File: src/rtl/fsm_arb_pkg.sv
// Purpose: shared state encodings and priority-mode constants for the N-requester arbiter.
// Latency: n/a (types and constants only).
// Backpressure: n/a.
package fsm_arb_pkg;

  // One-hot state encoding, matching the existing FSMs in this codebase
  typedef enum logic [1:0] {
    ST_IDLE = 2'b01,
    ST_GNT  = 2'b10
  } arb_state_t;

  // Values of the rr_mode input
  localparam logic MODE_FIXED = 1'b0;
  localparam logic MODE_RR    = 1'b1;

endpackage

File: src/rtl/fsm_arbiter_nreq_arb_pick.sv
// Purpose: combinational pick of one request; fixed priority from index 0, or round-robin from base.
// Latency: 0 cycles (pure combinational).
// Backpressure: none; the pick is all-zero when no unmasked request is present.
module arb_pick
  import fsm_arb_pkg::*;
#(
  parameter int NREQ = 4,
  parameter int IDW  = 2
) (
  input  logic [NREQ-1:0] req,
  input  logic [NREQ-1:0] mask,
  input  logic [IDW-1:0]  base,
  input  logic            mode,
  output logic [NREQ-1:0] pick,
  output logic [IDW-1:0]  pick_id
);

  localparam logic [IDW:0] NREQ_W = (IDW+1)'(NREQ);

  logic [NREQ-1:0] cand;
  logic [IDW:0]    start;

  assign cand  = req & mask;
  assign start = (mode == MODE_RR) ? {1'b0, base} : '0;

  // Scan from the start index, wrapping at NREQ, and keep the first candidate found
  always_comb begin
    logic [IDW:0] sum;
    logic         found;
    pick    = '0;
    pick_id = '0;
    found   = 1'b0;
    sum     = '0;
    for (int i = 0; i < NREQ; i++) begin
      sum = start + (IDW+1)'(i);
      if (sum >= NREQ_W) begin
        sum = sum - NREQ_W;
      end
      if (!found && cand[sum[IDW-1:0]]) begin
        found               = 1'b1;
        pick[sum[IDW-1:0]]  = 1'b1;
        pick_id             = sum[IDW-1:0];
      end
    end
  end

endmodule

File: src/rtl/fsm_arbiter_nreq.sv
// Purpose: N-requester grant FSM with run-time fixed/round-robin priority and optional max-hold timeout.
// Latency: 1 cycle from req to registered gnt; owner drop hands over on the next edge with no idle bubble.
// Backpressure: level requests; a requester waits (req held) until granted, timeout forces handover.
module fsm_arbiter_nreq
  import fsm_arb_pkg::*;
#(
  parameter int NREQ     = 4,
  parameter int IDW      = 2,
  parameter int MAX_HOLD = 0,
  parameter int HOLD_W   = 8
) (
  input  logic            clock,
  input  logic            reset,
  input  logic [NREQ-1:0] req,
  input  logic            rr_mode,
  output logic [NREQ-1:0] gnt,
  output logic            gnt_valid,
  output logic [IDW-1:0]  gnt_id,
  output logic            hold_tmo
);

  localparam logic [HOLD_W-1:0] HOLD_LAST = HOLD_W'((MAX_HOLD == 0) ? 0 : MAX_HOLD - 1);
  localparam logic [IDW-1:0]    LAST_ID   = IDW'(NREQ - 1);

  arb_state_t      state, state_nxt;
  logic [NREQ-1:0] gnt_nxt;
  logic            gnt_valid_nxt;
  logic [IDW-1:0]  gnt_id_nxt;
  logic            hold_tmo_nxt;
  logic [IDW-1:0]  rr_ptr, rr_ptr_nxt;
  logic [HOLD_W-1:0] hold_cnt, hold_cnt_nxt;

  logic            owner_req;
  logic            others_pend;
  logic            handover;
  logic [NREQ-1:0] pick_mask;
  logic [NREQ-1:0] pick;
  logic [IDW-1:0]  pick_id;

  assign owner_req   = |(req & gnt);
  assign others_pend = |(req & ~gnt);
  // Timeout handover only while the owner still wants the resource; a drop wins otherwise
  assign handover    = (state == ST_GNT) && owner_req && others_pend &&
                       (MAX_HOLD != 0) && (hold_cnt == HOLD_LAST);
  // During a timeout the current owner is excluded so it cannot win again
  assign pick_mask   = handover ? ~gnt : '1;

  arb_pick #(
    .NREQ (NREQ),
    .IDW  (IDW)
  ) u_pick (
    .req     (req),
    .mask    (pick_mask),
    .base    (rr_ptr),
    .mode    (rr_mode),
    .pick    (pick),
    .pick_id (pick_id)
  );

  // State, grant, pointer and hold counter registers; reset clears any grant immediately
  always_ff @(posedge clock or posedge reset) begin
    if (reset) begin
      state     <= ST_IDLE;
      gnt       <= '0;
      gnt_valid <= 1'b0;
      gnt_id    <= '0;
      hold_tmo  <= 1'b0;
      rr_ptr    <= '0;
      hold_cnt  <= '0;
    end else begin
      state     <= state_nxt;
      gnt       <= gnt_nxt;
      gnt_valid <= gnt_valid_nxt;
      gnt_id    <= gnt_id_nxt;
      hold_tmo  <= hold_tmo_nxt;
      rr_ptr    <= rr_ptr_nxt;
      hold_cnt  <= hold_cnt_nxt;
    end
  end

  // Next-state and next-grant decode; take marks an edge that installs a new owner
  always_comb begin
    logic take;
    take          = 1'b0;
    state_nxt     = state;
    gnt_nxt       = gnt;
    gnt_valid_nxt = gnt_valid;
    gnt_id_nxt    = gnt_id;
    hold_tmo_nxt  = 1'b0;
    rr_ptr_nxt    = rr_ptr;
    hold_cnt_nxt  = hold_cnt;

    case (state)
      ST_IDLE: begin
        if (|req) begin
          take = 1'b1;
        end
      end
      ST_GNT: begin
        if (owner_req) begin
          if (handover) begin
            take         = 1'b1;
            hold_tmo_nxt = 1'b1;
          end else if (others_pend) begin
            hold_cnt_nxt = (hold_cnt == '1) ? hold_cnt : hold_cnt + 1'b1;
          end else begin
            hold_cnt_nxt = '0;
          end
        end else if (|req) begin
          take = 1'b1;
        end else begin
          state_nxt     = ST_IDLE;
          gnt_nxt       = '0;
          gnt_valid_nxt = 1'b0;
          gnt_id_nxt    = '0;
          hold_cnt_nxt  = '0;
        end
      end
      default: begin
        state_nxt     = ST_IDLE;
        gnt_nxt       = '0;
        gnt_valid_nxt = 1'b0;
        gnt_id_nxt    = '0;
        hold_cnt_nxt  = '0;
      end
    endcase

    if (take) begin
      state_nxt     = ST_GNT;
      gnt_nxt       = pick;
      gnt_valid_nxt = 1'b1;
      gnt_id_nxt    = pick_id;
      hold_cnt_nxt  = '0;
      rr_ptr_nxt    = (pick_id == LAST_ID) ? '0 : pick_id + 1'b1;
    end
  end

endmodule

File: config.mk
export PLATFORM = sky130hd
export DESIGN_NAME = fsm_arbiter_nreq
export DESIGN_NICKNAME = d
export VERILOG_FILES = /design/src/rtl/fsm_arb_pkg.sv /design/src/rtl/fsm_arbiter_nreq_arb_pick.sv /design/src/rtl/fsm_arbiter_nreq.sv
export SDC_FILE = /design/constraint.sdc
export NUM_CORES = 1
export LEC_CHECK = 0
export CAP_MARGIN = 20
export CORE_UTILIZATION = 54
export DETAILED_ROUTE_END_ITERATION = 10
export PLACE_DENSITY = 0.78
export SLEW_MARGIN = 20
export SYNTH_ARGS = -nofsm -noshare
export SYNTH_HDL_FRONTEND = slang
export SYNTH_SLANG_ARGS = --single-unit
File: constraint.sdc
create_clock -name clock -period 2.31 [get_ports clock]
set_input_delay 0.231 -clock clock [delete_from_list [all_inputs] [get_ports clock]]
set_output_delay 0.231 -clock clock [all_outputs]
set_load 0.05 [all_outputs]
After elaboration in Yosys (flattened, before gate mapping)
Index checks and enable logic that the tools add are counted.

Flip-flop bits (word level): 11. Output and inout bits: 8. Bits of input ports: 7. Logic and storage cells: 100.

Reductions and logical operators: 13. Bitwise logic cells: 4. $lt $le $gt $ge: 12. Multiplexer cells: 52. Equal/unequal tests: 6. $add $sub $neg: 8.

Operators with widths (number): $mux 2 (16); $mux 4 (7); $mux 1 (16); $ge 3x3->1 const B (4); $lt 2x3->1 const B (4); $or 4x4->4 (3); $bmux 1 s2 (4); $demux 1 s2 (4); $ge 2x1->1 const B (4); $pmux 2 s2 (2); $pmux 4 s2 (1); $reduce_or 4->1 (2); $sub 2x1->2 const B (4); $logic_and 1x1->1 (7); $add 2x2->3 const B (2); $ne 3x2->1 const B (2); $and 4x4->4 (1); $eq 2x2->1 const B (2); $pmux 1 s2 (2); $add 2x1->3 const B (1); $logic_not 1->1 (3); $reduce_and 3->1 (1); $add 2x1->2 const B (1); $eq 2x1->1 const B (1); $ne 2x2->1 const B (1).

Longest topological paths before layout
Gate-level depths: netlist of run 1.

Word-level depth: 17. Depth in mapped cells: 7. Depth with buffers taken out: 6.

Modules after synthesis
Synthesis of run 1 repeated with hierarchy kept, for this count alone.

Cells, all modules: 125. Area, all modules: 1003.5 um2.

Modules (own cells, without submodules): fsm_arbiter_nreq (instances 1, sequential area each 251.5 um2, area an instance 524.3 um2, cells each 51); arb_pick (instances 1, sequential area each 0.0 um2, area an instance 479.2 um2, cells each 74).

Worst setup path after synthesis of run 1
Ideal clock, no wire load.

Path kind: reg2reg. Start: reg gnt[3]. End: reg rr_ptr[1]. Buffers on the path: 1. Data arrival time: 1860 ps. Slack: 320 ps. Library setup time: 130 ps. Period minus slack after synthesis: 1990 ps. Required time: 2180 ps. Cell stages (with the launch flop): 7. Path through: dfrtp_1 -> a222oi_1 -> a31oi_1 -> or3_1 -> clkbuf_2 -> a221oi_2 -> o22ai_1.

Word-level cells in the longest chain between the ends: 4.

RTL lines: start, declared (line fsm_arbiter_nreq.sv:16) `output logic [NREQ-1:0] gnt,`; start signal, assigned (line fsm_arbiter_nreq.sv:72) `gnt <= gnt_nxt;`; $and 4x4->4 (line fsm_arbiter_nreq.sv:40) `assign owner_req = |(req & gnt);`; $reduce_or 4->1 (line fsm_arbiter_nreq.sv:40); $mux 1 (line fsm_arbiter_nreq.sv:100) `if (owner_req) begin`; $pmux 1 s2 (line fsm_arbiter_nreq.sv:93) `case (state)`; end signal, assigned (line fsm_arbiter_nreq.sv:76) `rr_ptr <= rr_ptr_nxt;`; end, declared (line fsm_arbiter_nreq.sv:30) `logic [IDW-1:0] rr_ptr, rr_ptr_nxt;`.

Every way passes these cells. A chain may end at the register's enable or synchronous reset.

Worst setup path after layout of run 1
Start: in req[0]. End: reg rr_ptr[1].

Word-level cells in the longest chain between the ends: 14. Elaborated cells on any way between the ends: 30. Classes of those cells: 1 x add/sub; 1 x eq/ne; 19 x mux; 1 x bitwise; 8 x reduce/logical.

RTL lines: start, declared (line fsm_arbiter_nreq.sv:14) `input logic [NREQ-1:0] req,`; $bmux 1 s2 (line fsm_arbiter_nreq_arb_pick.sv:39) `if (!found && cand[sum[IDW-1:0]]) begin`; $mux 1 (implied by the code) (line fsm_arbiter_nreq_arb_pick.sv:39); $mux 1 (line fsm_arbiter_nreq_arb_pick.sv:39); $logic_not 1->1 (line fsm_arbiter_nreq_arb_pick.sv:39); $logic_and 1x1->1 (line fsm_arbiter_nreq_arb_pick.sv:39); $mux 1 (line fsm_arbiter_nreq_arb_pick.sv:39); $logic_not 1->1 (line fsm_arbiter_nreq_arb_pick.sv:39); $logic_and 1x1->1 (line fsm_arbiter_nreq_arb_pick.sv:39); $mux 1 (line fsm_arbiter_nreq_arb_pick.sv:39); $logic_not 1->1 (line fsm_arbiter_nreq_arb_pick.sv:39); $logic_and 1x1->1 (line fsm_arbiter_nreq_arb_pick.sv:39); $mux 2 (line fsm_arbiter_nreq_arb_pick.sv:39); $add 2x1->2 / $eq 2x2->1 (equally long branches) (line fsm_arbiter_nreq.sv:134) `rr_ptr_nxt = (pick_id == LAST_ID) ? '0 : pick_id + 1'b1;`; $mux 2 (line fsm_arbiter_nreq.sv:134).

Parallel ways exist; a longest one is shown, timed or not. The select of a mux whose other input is x is not followed.

==> results of run 1 <==
[power groups by stage]
stage | combinational (mW) | sequential, mW | clock (mW)
2_1_floorplan | 0.685 | 0.470 | 0
3_3_place_gp | 1.06 | 0.334 | 0
3_5_place_dp | 1.09 | 0.340 | 0
4_1_cts | 1.09 | 0.337 | 0.166
5_1_grt | 1.19 | 0.349 | 0.171
6_report | 1.10 | 0.339 | 0.157
[final cells by class]
type	instances	area [sq um]
Timing Repair Buffer	25	220
Inverter	7	26.3
Tap cell	25	31.3
Fill cell	163	544
Multi-Input combinational cell	90	654
Clock buffer	4	36.3
Sequential cell	10	251
[kinds of logic after synthesis]
kind of cell	Yosys count
adders and majority gates	2
AOI/OAI and AO/OA	39
other	1
muxes	5
and+or+nand+nor	43
DFF	10
buffers and inverters	18
[state kept, by name (all words and copies together), names as in the netlist]
name	flops
state	2
gnt	4
gnt_id	2
rr_ptr	2
[per-layer routing]
| metal | global-route usage (%) | vias up | wire (um) |
|---|---|---|---|
| met2 | 39.7 | 39 | 1190 |
| met5 | 0 | - | 0 |
| li1 | - | 486 | - |
| met4 | 14.1 | 0 | 82 |
| met1 | 39.9 | 513 | 1200 |
| met3 | 7.94 | 10 | 138 |
[worst min-delay path by stage]
stage / from / end / cells past startpoint
global placement: state[0] / state[0] / 2
global route: reset / rr_ptr[0] / 2
CTS: reset / rr_ptr[0] / 2
finish: reset / rr_ptr[0] / 2
floorplan: reset / gnt[0] / 1
detailed placement: state[0] / state[0] / 2
[worst max-delay path, delay by kind of cell]
kind	cells	cell delay [ns]
AO/OA/AOI/OAI	4	0.93
buffers and inverters	1	0.58
AND/OR/NAND/NOR	1	0.42
[cells in the final DEF (no fill, tap or decap), types with 3 or more instances in the layout]
cell type and n:
nand2_1 7, a32oi_1 4, a21oi_1 6, nand3_1 7, clkbuf_4 3, dfrtp_1 9, o21ai_0 6, nor3b_1 4
a31oi_1 3, inv_1 7, clkdlybuf4s50_1 13, buf_4 12, nor2_1 7
[metrics by stage]
stage                     std cells  total power, mW  hold WS, ns  setup slack, ns
after CTS                       161             1.60        0.242            0.337
final                           161             1.59        0.240            0.296
after global placement          157             1.39        0.477           0.0612
after detailed placement        157             1.43        0.493           0.0438
after floorplan                 118             1.15       0.0705            0.320
after global routing            161             1.71        0.273            0.228
==> flow_metrics.env, run 1 <==
export IMPL_syn_avg_cell_area_sq_um=8.85
export IMPL_p_seq_share_pct=21.3
export IMPL_cts_htree_levels=1
export IMPL_core_area_sq_um=1760
export IMPL_worstPathMaxFanout=11
export IMPL_wl_per_cell_um=16.2
export IMPL_synthMuxAreaShare_pct=5.99
export IMPL_fin_area_sq_um=1220
export IMPL_overflow=0
export IMPL_cts_buffers=3
export IMPL_synth_top_family_by_area="compound AO/OA/AOI/OAI gates"
export IMPL_final_hold_viol_count=0
export IMPL_critPathCaptureType="register"
export IMPL_ir_drop_uv=1180
export IMPL_drtPass1Iterations=4
export IMPL_finClkSkew_ns=0.00247
export IMPL_fin_util_pct=69.1
export IMPL_hold_class="in -> async"
export IMPL_syn_nets=127
export IMPL_initial_utilization_pct=59.2
export IMPL_comb_power_share_pct=68.9
export IMPL_regToRegSetupSlack_ns=0.34
export IMPL_cts_buffer_depth=2
export IMPL_synth_top_area_cell="dfrtp_1"
export IMPL_grt_max_degree=14
export IMPL_ys_ff_latch=10
export IMPL_synth_fa_ha_area_share_pct=2.40
export IMPL_synth_area_sq_um=1040
export IMPL_crit_type="in -> reg"
export IMPL_crit_start="req[0]"
export IMPL_ys_flop_type="dfrtp_1"
export IMPL_cp_cell_sequence="clkdlybuf4s50_1, a222oi_1, a31oi_1, or3_1, a221oi_2, o22ai_1"
export IMPL_p_int_mw=0.816
export IMPL_track_usage_pct=28.5
export IMPL_antenna_cells=0
export IMPL_min_period_ns=2.01
export IMPL_critPathMaxStageDelay_ns=0.58
export IMPL_synth_compound_area_share_pct=29.6
export IMPL_slowest_stage="clkdlybuf4s50_1"
export IMPL_worstSetupStartpointType="input pin"
export IMPL_drc=0
export IMPL_status="completed"
export IMPL_antenna_left=0
export IMPL_r2r_start="rr_ptr[1]"
export IMPL_worst_pin_slew_ns=0.554
export IMPL_netlist_top_cells_area="dfrtp_1 22%, clkbuf_8 7.9%, a32oi_1 3.4%"
export IMPL_finalMaxSlewViolations=0
export IMPL_synth_simple_area_share_pct=24.3
export IMPL_synth_xor_area_share_pct=0
export IMPL_nets=146
export IMPL_r2r_cells=6
export IMPL_sw_frac_of_total_pct=48.8
export IMPL_synth_edff_count=0
export IMPL_cts_num_sinks=10
export IMPL_clk_insertion_delay_late_ns=0.27
export IMPL_cts_hold_buf=0
export IMPL_yosysWarnings=0
export IMPL_rsz0062_at_grt="no"
export IMPL_power_leakage_nw=0.503
export IMPL_place_gp_congestion=0.930
export IMPL_die_y_um=46.0
export IMPL_totalWireLength_mm=2.60
export IMPL_cts_tree="built"
export IMPL_arrival_ns=2.16
export IMPL_drive_above_1_share_pct=23.5
export IMPL_syn_inst=118
export IMPL_yosysUniqueCellTypes=50
export IMPL_numPortBuffers=13
export IMPL_vias=1048
export IMPL_ios=15
export IMPL_die_x_um=46.0
export IMPL_crit_end="rr_ptr[1]"
export IMPL_antenna_found_initial=0
export IMPL_async_flop_share_pct=100
export IMPL_via_per_inst=6.51
export IMPL_post_dp_cell_area_sq_um=1180
export IMPL_reg2reg_to="gnt[1]"
export IMPL_p_clk_share_pct=9.9
export IMPL_cp_required_ns=2.45
export IMPL_cts_resized=0
export IMPL_grt_first_pass_wirelength_mm=4.24
export IMPL_synth_common_cells="9 x dfrtp_1, 7 x inv_1, 7 x nand2_1, 7 x nand3_1, 7 x nor2_1"
export IMPL_area_growth_pct=16.8
export IMPL_powerDensity_nw_per_um2=1310
export IMPL_setup_viol=0
export IMPL_design_die_area_sq_um=2110
export IMPL_fin_tns_setup_ns=0
export IMPL_root_buffer="clkbuf_4"
export IMPL_cts_setup_buffers=0
export IMPL_clkTransAtPathRegs_ns=0.07
export IMPL_max_freq_mhz=496
export IMPL_yosysMostFrequentCell="dfrtp_1"
export IMPL_max_cap_viol_count=0
export IMPL_yosysSeqAreaShare_pct=24.1
export IMPL_p_sw_mw=0.777
export IMPL_period_share_pct=87.2
export IMPL_dr_first_iter_drc_count=36
export IMPL_synth_top_cell_area_share_pct=21.6
export IMPL_rows=15
export IMPL_grt_pass1_vias=919
export IMPL_maxSlewHeadroom_pct=63.0
export IMPL_hpwl_mm=1.97
(Power assumes the default switching activity.)
==> run 2, diff against run 1 <==
--- a/config.mk
+++ b/config.mk
@@ -6,9 +6,9 @@
 export NUM_CORES = 1
 export LEC_CHECK = 0
 export CAP_MARGIN = 20
-export CORE_UTILIZATION = 54
+export CORE_UTILIZATION = 40
 export DETAILED_ROUTE_END_ITERATION = 10
-export PLACE_DENSITY = 0.78
+export PLACE_DENSITY = 0.61
 export SLEW_MARGIN = 20
 export SYNTH_ARGS = -nofsm -noshare
 export SYNTH_HDL_FRONTEND = slang
==> run 2 against run 1 <==
Net effect: flip-flop and latch count unchanged; first-iteration DRC count decreased by 28%; die area increased by 33%; utilization is 18 points lower.
==> flow_metrics.env, run 2 (synthesis results as in run 1) <==
export IMPL_core_area_sq_um=2480
export IMPL_status="completed"
export IMPL_fin_tns_setup_ns=0
export IMPL_r2r_start="rr_ptr[1]"
export IMPL_cts_buffer_depth=2
export IMPL_maxSlewHeadroom_pct=56.2
export IMPL_dr_first_iter_drc_count=26
export IMPL_grt_pass1_vias=976
export IMPL_layout_cells_most_common="buf_4"
export IMPL_vias=992
export IMPL_design_die_area_sq_um=2820
export IMPL_rsz0062_at_grt="no"
export IMPL_min_period_ns=1.99
export IMPL_cts_setup_buffers=0
export IMPL_setup_viol=0
export IMPL_cpLargestDelayFamily="buffers and inverters"
export IMPL_initial_utilization_pct=42.2
export IMPL_root_buffer="clkbuf_4"
export IMPL_nets=151
export IMPL_fin_area_sq_um=1260
export IMPL_critPathMaxStageDelay_ns=0.66
export IMPL_via_per_inst=5.80
export IMPL_power_leakage_nw=0.527
export IMPL_finalMaxSlewViolations=0
export IMPL_cts_buffers=3
export IMPL_cp_cell_sequence="clkdlybuf4s50_1, inv_1, or4_1, a32oi_1, a22oi_1, a31oi_1"
export IMPL_reg2reg_to="rr_ptr[0]"
export IMPL_drc=0
export IMPL_largest_register_ffs=4
export IMPL_regMostFlops="gnt"
export IMPL_max_cap_viol_count=0
export IMPL_cts_tree="built"
export IMPL_cp_required_ns=2.49
export IMPL_antenna_found_initial=0
export IMPL_grt_first_pass_wirelength_mm=4.62
export IMPL_antenna_cells=0
export IMPL_cts_htree_levels=1
export IMPL_final_hold_viol_count=0
export IMPL_post_dp_cell_area_sq_um=1230
export IMPL_fin_util_pct=51.0
export IMPL_grt_max_degree=22
export IMPL_clk_insertion_delay_late_ns=0.26
export IMPL_track_usage_pct=22.6
export IMPL_rows=18
export IMPL_max_freq_mhz=504
export IMPL_hpwl_mm=2.07
export IMPL_worstSetupStartpointType="input pin"
export IMPL_crit_start="req[0]"
export IMPL_critPathBufInv=2
export IMPL_overflow=0
export IMPL_worstPathMaxFanout=10
export IMPL_finClkSkew_ns=0.000702
export IMPL_drtPass1Iterations=4
export IMPL_die_x_um=53.1
export IMPL_slowest_stage="clkdlybuf4s50_1"
export IMPL_totalWireLength_mm=2.69
export IMPL_r2r_cells=5
export IMPL_clkTransAtPathRegs_ns=0.07
export IMPL_final_cell_mix="17 x buf_4, 13 x clkdlybuf4s50_1, 9 x dfrtp_1"
export IMPL_ios=15
export IMPL_die_y_um=53.1
export IMPL_area_growth_pct=21.0
export IMPL_hold_class="in -> async"
export IMPL_arrival_ns=2.17
export IMPL_ir_drop_uv=894
export IMPL_drive_above_1_share_pct=26.2
export IMPL_critPathCaptureType="register"
export IMPL_numPortBuffers=13
export IMPL_crit_end="gnt[0]"
export IMPL_cp_depth=6
export IMPL_period_share_pct=86.0
export IMPL_crit_type="in -> reg"
export IMPL_antenna_left=0
export IMPL_regToRegSetupSlack_ns=0.40
export IMPL_cts_resized=0
export IMPL_power_mw=1.61
export IMPL_powerDensity_nw_per_um2=1270
export IMPL_worst_pin_slew_ns=0.655
export IMPL_cts_hold_buf=0
export IMPL_cts_num_sinks=10
export IMPL_wl_per_cell_um=15.8
export IMPL_place_gp_congestion=0.951
-- run 2: cell count changes in the layout (fill, tap and decap cells not counted), sizes merged --
| cell | before | now |
|---|---|---|
| buf | 12 | 17 |
-- run 2: how the worst min path moves through the flow --
stage / end / slack [ns]
6_report: state[1] / 0.24
5_1_grt: gnt[1] / 0.28
4_1_cts: state[1] / 0.25
3_5_place_dp: state[0] / 0.49
3_3_place_gp: state[0] / 0.48
2_1_floorplan: gnt[0] / 0.07
-- run 2: power by group --
part | leakage [nW] | total (mW) | internal (mW) | switching, mW
sequential | 0.123 | 0.336 | 0.260 | 0.0754
combinational | 0.383 | 1.12 | 0.474 | 0.641
clock | 0.0210 | 0.155 | 0.0956 | 0.0593
total | 0.527 | 1.61 | 0.830 | 0.775
-- run 2: layer usage --
metal | share of wire [%] | vias up | global-route usage (%)
met4 | 1.1 | 0 | 8.33
met5 | 0 | - | 0
met3 | 5.0 | 4 | 2.01
met1 | 45 | 466 | 29.0
met2 | 49 | 34 | 38.8
li1 | - | 488 | -
-- run 2: cell type report --
cell class	instances	area, sq um
Fill cell	248	1210
Multi-Input combinational cell	90	654
Timing Repair Buffer	30	258
Sequential cell	10	251
Tap cell	30	37.5
Clock buffer	4	36.3
Inverter	7	26.3
-- run 2: per-stage QoR --
stage	hold slack, ns	setup slack, ns	std cells
after floorplan	0.0705	0.320	118
after global placement	0.478	0.109	167
after detailed placement	0.487	0.0529	167
after CTS	0.245	0.342	171
after global routing	0.282	0.241	171
final	0.244	0.325	171
==> run 3, diff against run 2 <==
--- a/config.mk
+++ b/config.mk
@@ -8,7 +8,6 @@
 export CAP_MARGIN = 20
 export CORE_UTILIZATION = 40
 export DETAILED_ROUTE_END_ITERATION = 10
-export PLACE_DENSITY = 0.61
 export SLEW_MARGIN = 20
 export SYNTH_ARGS = -nofsm -noshare
 export SYNTH_HDL_FRONTEND = slang
==> run 3 against run 2 <==
Net effect: first-iteration DRC count is 35% lower; wire length is 2.6% lower; fmax is 2.7% higher; global-route usage is 2.2 points lower; design area is 2.6% lower; cell count is 1.8% lower; register-to-register slack worse by 0.02 ns; worst setup slack better by 0.053 ns; utilization is 1.3 points lower; critical path depth stayed put; critical path type is now reg -> reg; largest power group unchanged.
==> flow_metrics.env, run 3 (synthesis results as in run 1) <==
export IMPL_status="completed"
export IMPL_sw_frac_of_total_pct=49.4
export IMPL_ir_drop_uv=994
export IMPL_route_met2_wl_mm=1.22
export IMPL_p_sw_mw=0.776
export IMPL_top_layer="met4"
export IMPL_arrival_ns=2.08
export IMPL_max_freq_mhz=517
export IMPL_antenna_found_initial=0
export IMPL_totalWireLength_mm=2.62
export IMPL_whs_ns=0.242
export IMPL_initial_utilization_pct=42.2
export IMPL_cts_tree="built"
export IMPL_grt_pass1_vias=881
export IMPL_cp_cell_sequence="buf_4, nor3b_1, a2111oi_4, buf_4, o211a_2, mux2_4"
export IMPL_min_period_ns=1.93
export IMPL_antenna_left=0
export IMPL_cts_buffer_depth=2
export IMPL_cp_common_cell="buf_4"
export IMPL_final_cell_mix="14 x buf_4, 13 x clkdlybuf4s50_1, 9 x dfrtp_1"
export IMPL_r2r_start="rr_ptr[0]"
export IMPL_drtPass1Iterations=4
export IMPL_die_y_um=53.1
export IMPL_worst_pin_slew_ns=0.500
export IMPL_wl_met3_um=105
export IMPL_design_die_area_sq_um=2820
export IMPL_dr_first_iter_drc_count=17
export IMPL_largest_register_ffs=4
export IMPL_grt_first_pass_wirelength_mm=4.15
export IMPL_overflow=0
export IMPL_cp_required_ns=2.46
export IMPL_power_leakage_nw=0.506
export IMPL_p_int_mw=0.794
export IMPL_regMostFlops="gnt"
export IMPL_root_buffer="clkbuf_4"
export IMPL_drive_above_1_share_pct=23.9
export IMPL_hpwl_mm=1.93
export IMPL_cts_resized=0
export IMPL_final_hold_viol_count=0
export IMPL_drc=0
export IMPL_cpLargestDelayFamily="flip-flops"
export IMPL_cts_num_sinks=10
export IMPL_grt_max_degree=22
export IMPL_cts_htree_levels=1
export IMPL_clkTransAtPathRegs_ns=0.06
export IMPL_die_x_um=53.1
export IMPL_area_growth_pct=17.8
export IMPL_powerDensity_nw_per_um2=1270
export IMPL_critPathMaxStageDelay_ns=0.40
export IMPL_finalMaxSlewViolations=0
export IMPL_nets=148
export IMPL_cts_buffers=3
export IMPL_numPortBuffers=13
export IMPL_regToRegSetupSlack_ns=0.38
export IMPL_antenna_cells=0
export IMPL_reg2reg_to="rr_ptr[0]"
export IMPL_comb_power_share_pct=70.7
export IMPL_track_usage_pct=20.4
export IMPL_wl_per_cell_um=15.6
export IMPL_finClkSkew_ns=0.00387
export IMPL_seq_area_sq_um=251
export IMPL_rsz0062_at_grt="no"
export IMPL_ios=15
export IMPL_via_per_inst=5.92
export IMPL_crit_type="reg -> reg"
export IMPL_period_share_pct=83.7
export IMPL_critPathBufInv=2
export IMPL_core_area_sq_um=2480
export IMPL_hold_class="in -> async"
export IMPL_wl_met1_mm=1.29
export IMPL_cts_setup_buffers=0
export IMPL_vias=995
export IMPL_fin_tns_setup_ns=0
export IMPL_cts_hold_buf=0
export IMPL_p_clk_share_pct=7.9
export IMPL_maxSlewHeadroom_pct=66.6
export IMPL_critPathCaptureType="register"
export IMPL_worstPathMaxFanout=21
export IMPL_fillers=261
export IMPL_multi_input_area_sq_um=654
export IMPL_place_gp_congestion=0.857
export IMPL_worstSetupStartpointType="register"
export IMPL_r2r_cells=6
export IMPL_slowest_stage="dfrtp_1"
export IMPL_p_seq_share_pct=21.4
export IMPL_rows=18
export IMPL_setup_viol=0
export IMPL_clk_insertion_delay_late_ns=0.26
export IMPL_max_cap_viol_count=0
export IMPL_layout_cells_most_common="buf_4"
run 3: cell count changes in the layout (fill, tap and decap cells not counted), sizes merged:
cell and change:
buf -3
run 3: power groups by stage:
stage / Sequential, mW / Clock, mW / Combinational, mW
after floorplan: 0.470 / 0 / 0.685
after global placement: 0.340 / 0 / 1.09
after detailed placement: 0.340 / 0 / 1.10
after CTS: 0.337 / 0.129 / 1.11
after global routing: 0.349 / 0.139 / 1.20
final: 0.336 / 0.124 / 1.11
run 3: final cells by class:
class / instances / share of cell area (%)
multi-input cells: 90 / 53.2
flip-flops and latches: 10 / 20.4
repair buffers: 27 / 19.1
well taps: 30 / 3.05
clock buffers: 4 / 2.13
inverters: 7 / 2.13
run 3: layer usage:
metal,vias to the layer above,GRT usage (%)
li1,489,-
met1,479,28.0
met2,25,31.6
met3,2,5.46
met4,0,4.39
met5,-,0
run 3: worst max-delay path by stage:
stage,startpoint,endpoint,depth (start not counted)
2_1_floorplan,gnt[3],rr_ptr[1],6
3_3_place_gp,req[0],rr_ptr[0],7
3_5_place_dp,req[0],rr_ptr[0],7
4_1_cts,rr_ptr[0],rr_ptr[0],6
5_1_grt,rr_ptr[1],rr_ptr[0],5
6_report,rr_ptr[0],rr_ptr[0],6
run 3: stage by stage:
stage	util (%)	cells	instance area (sq um)	setup slack (ns)	total power, mW
after floorplan	-	118	1040	0.320	1.15
after global placement	48.6	164	1200	0.116	1.43
after detailed placement	48.6	164	1200	0.136	1.44
after CTS	49.7	168	1230	0.393	1.57
after global routing	49.7	168	1230	0.287	1.69
final	49.7	168	1230	0.378	1.57
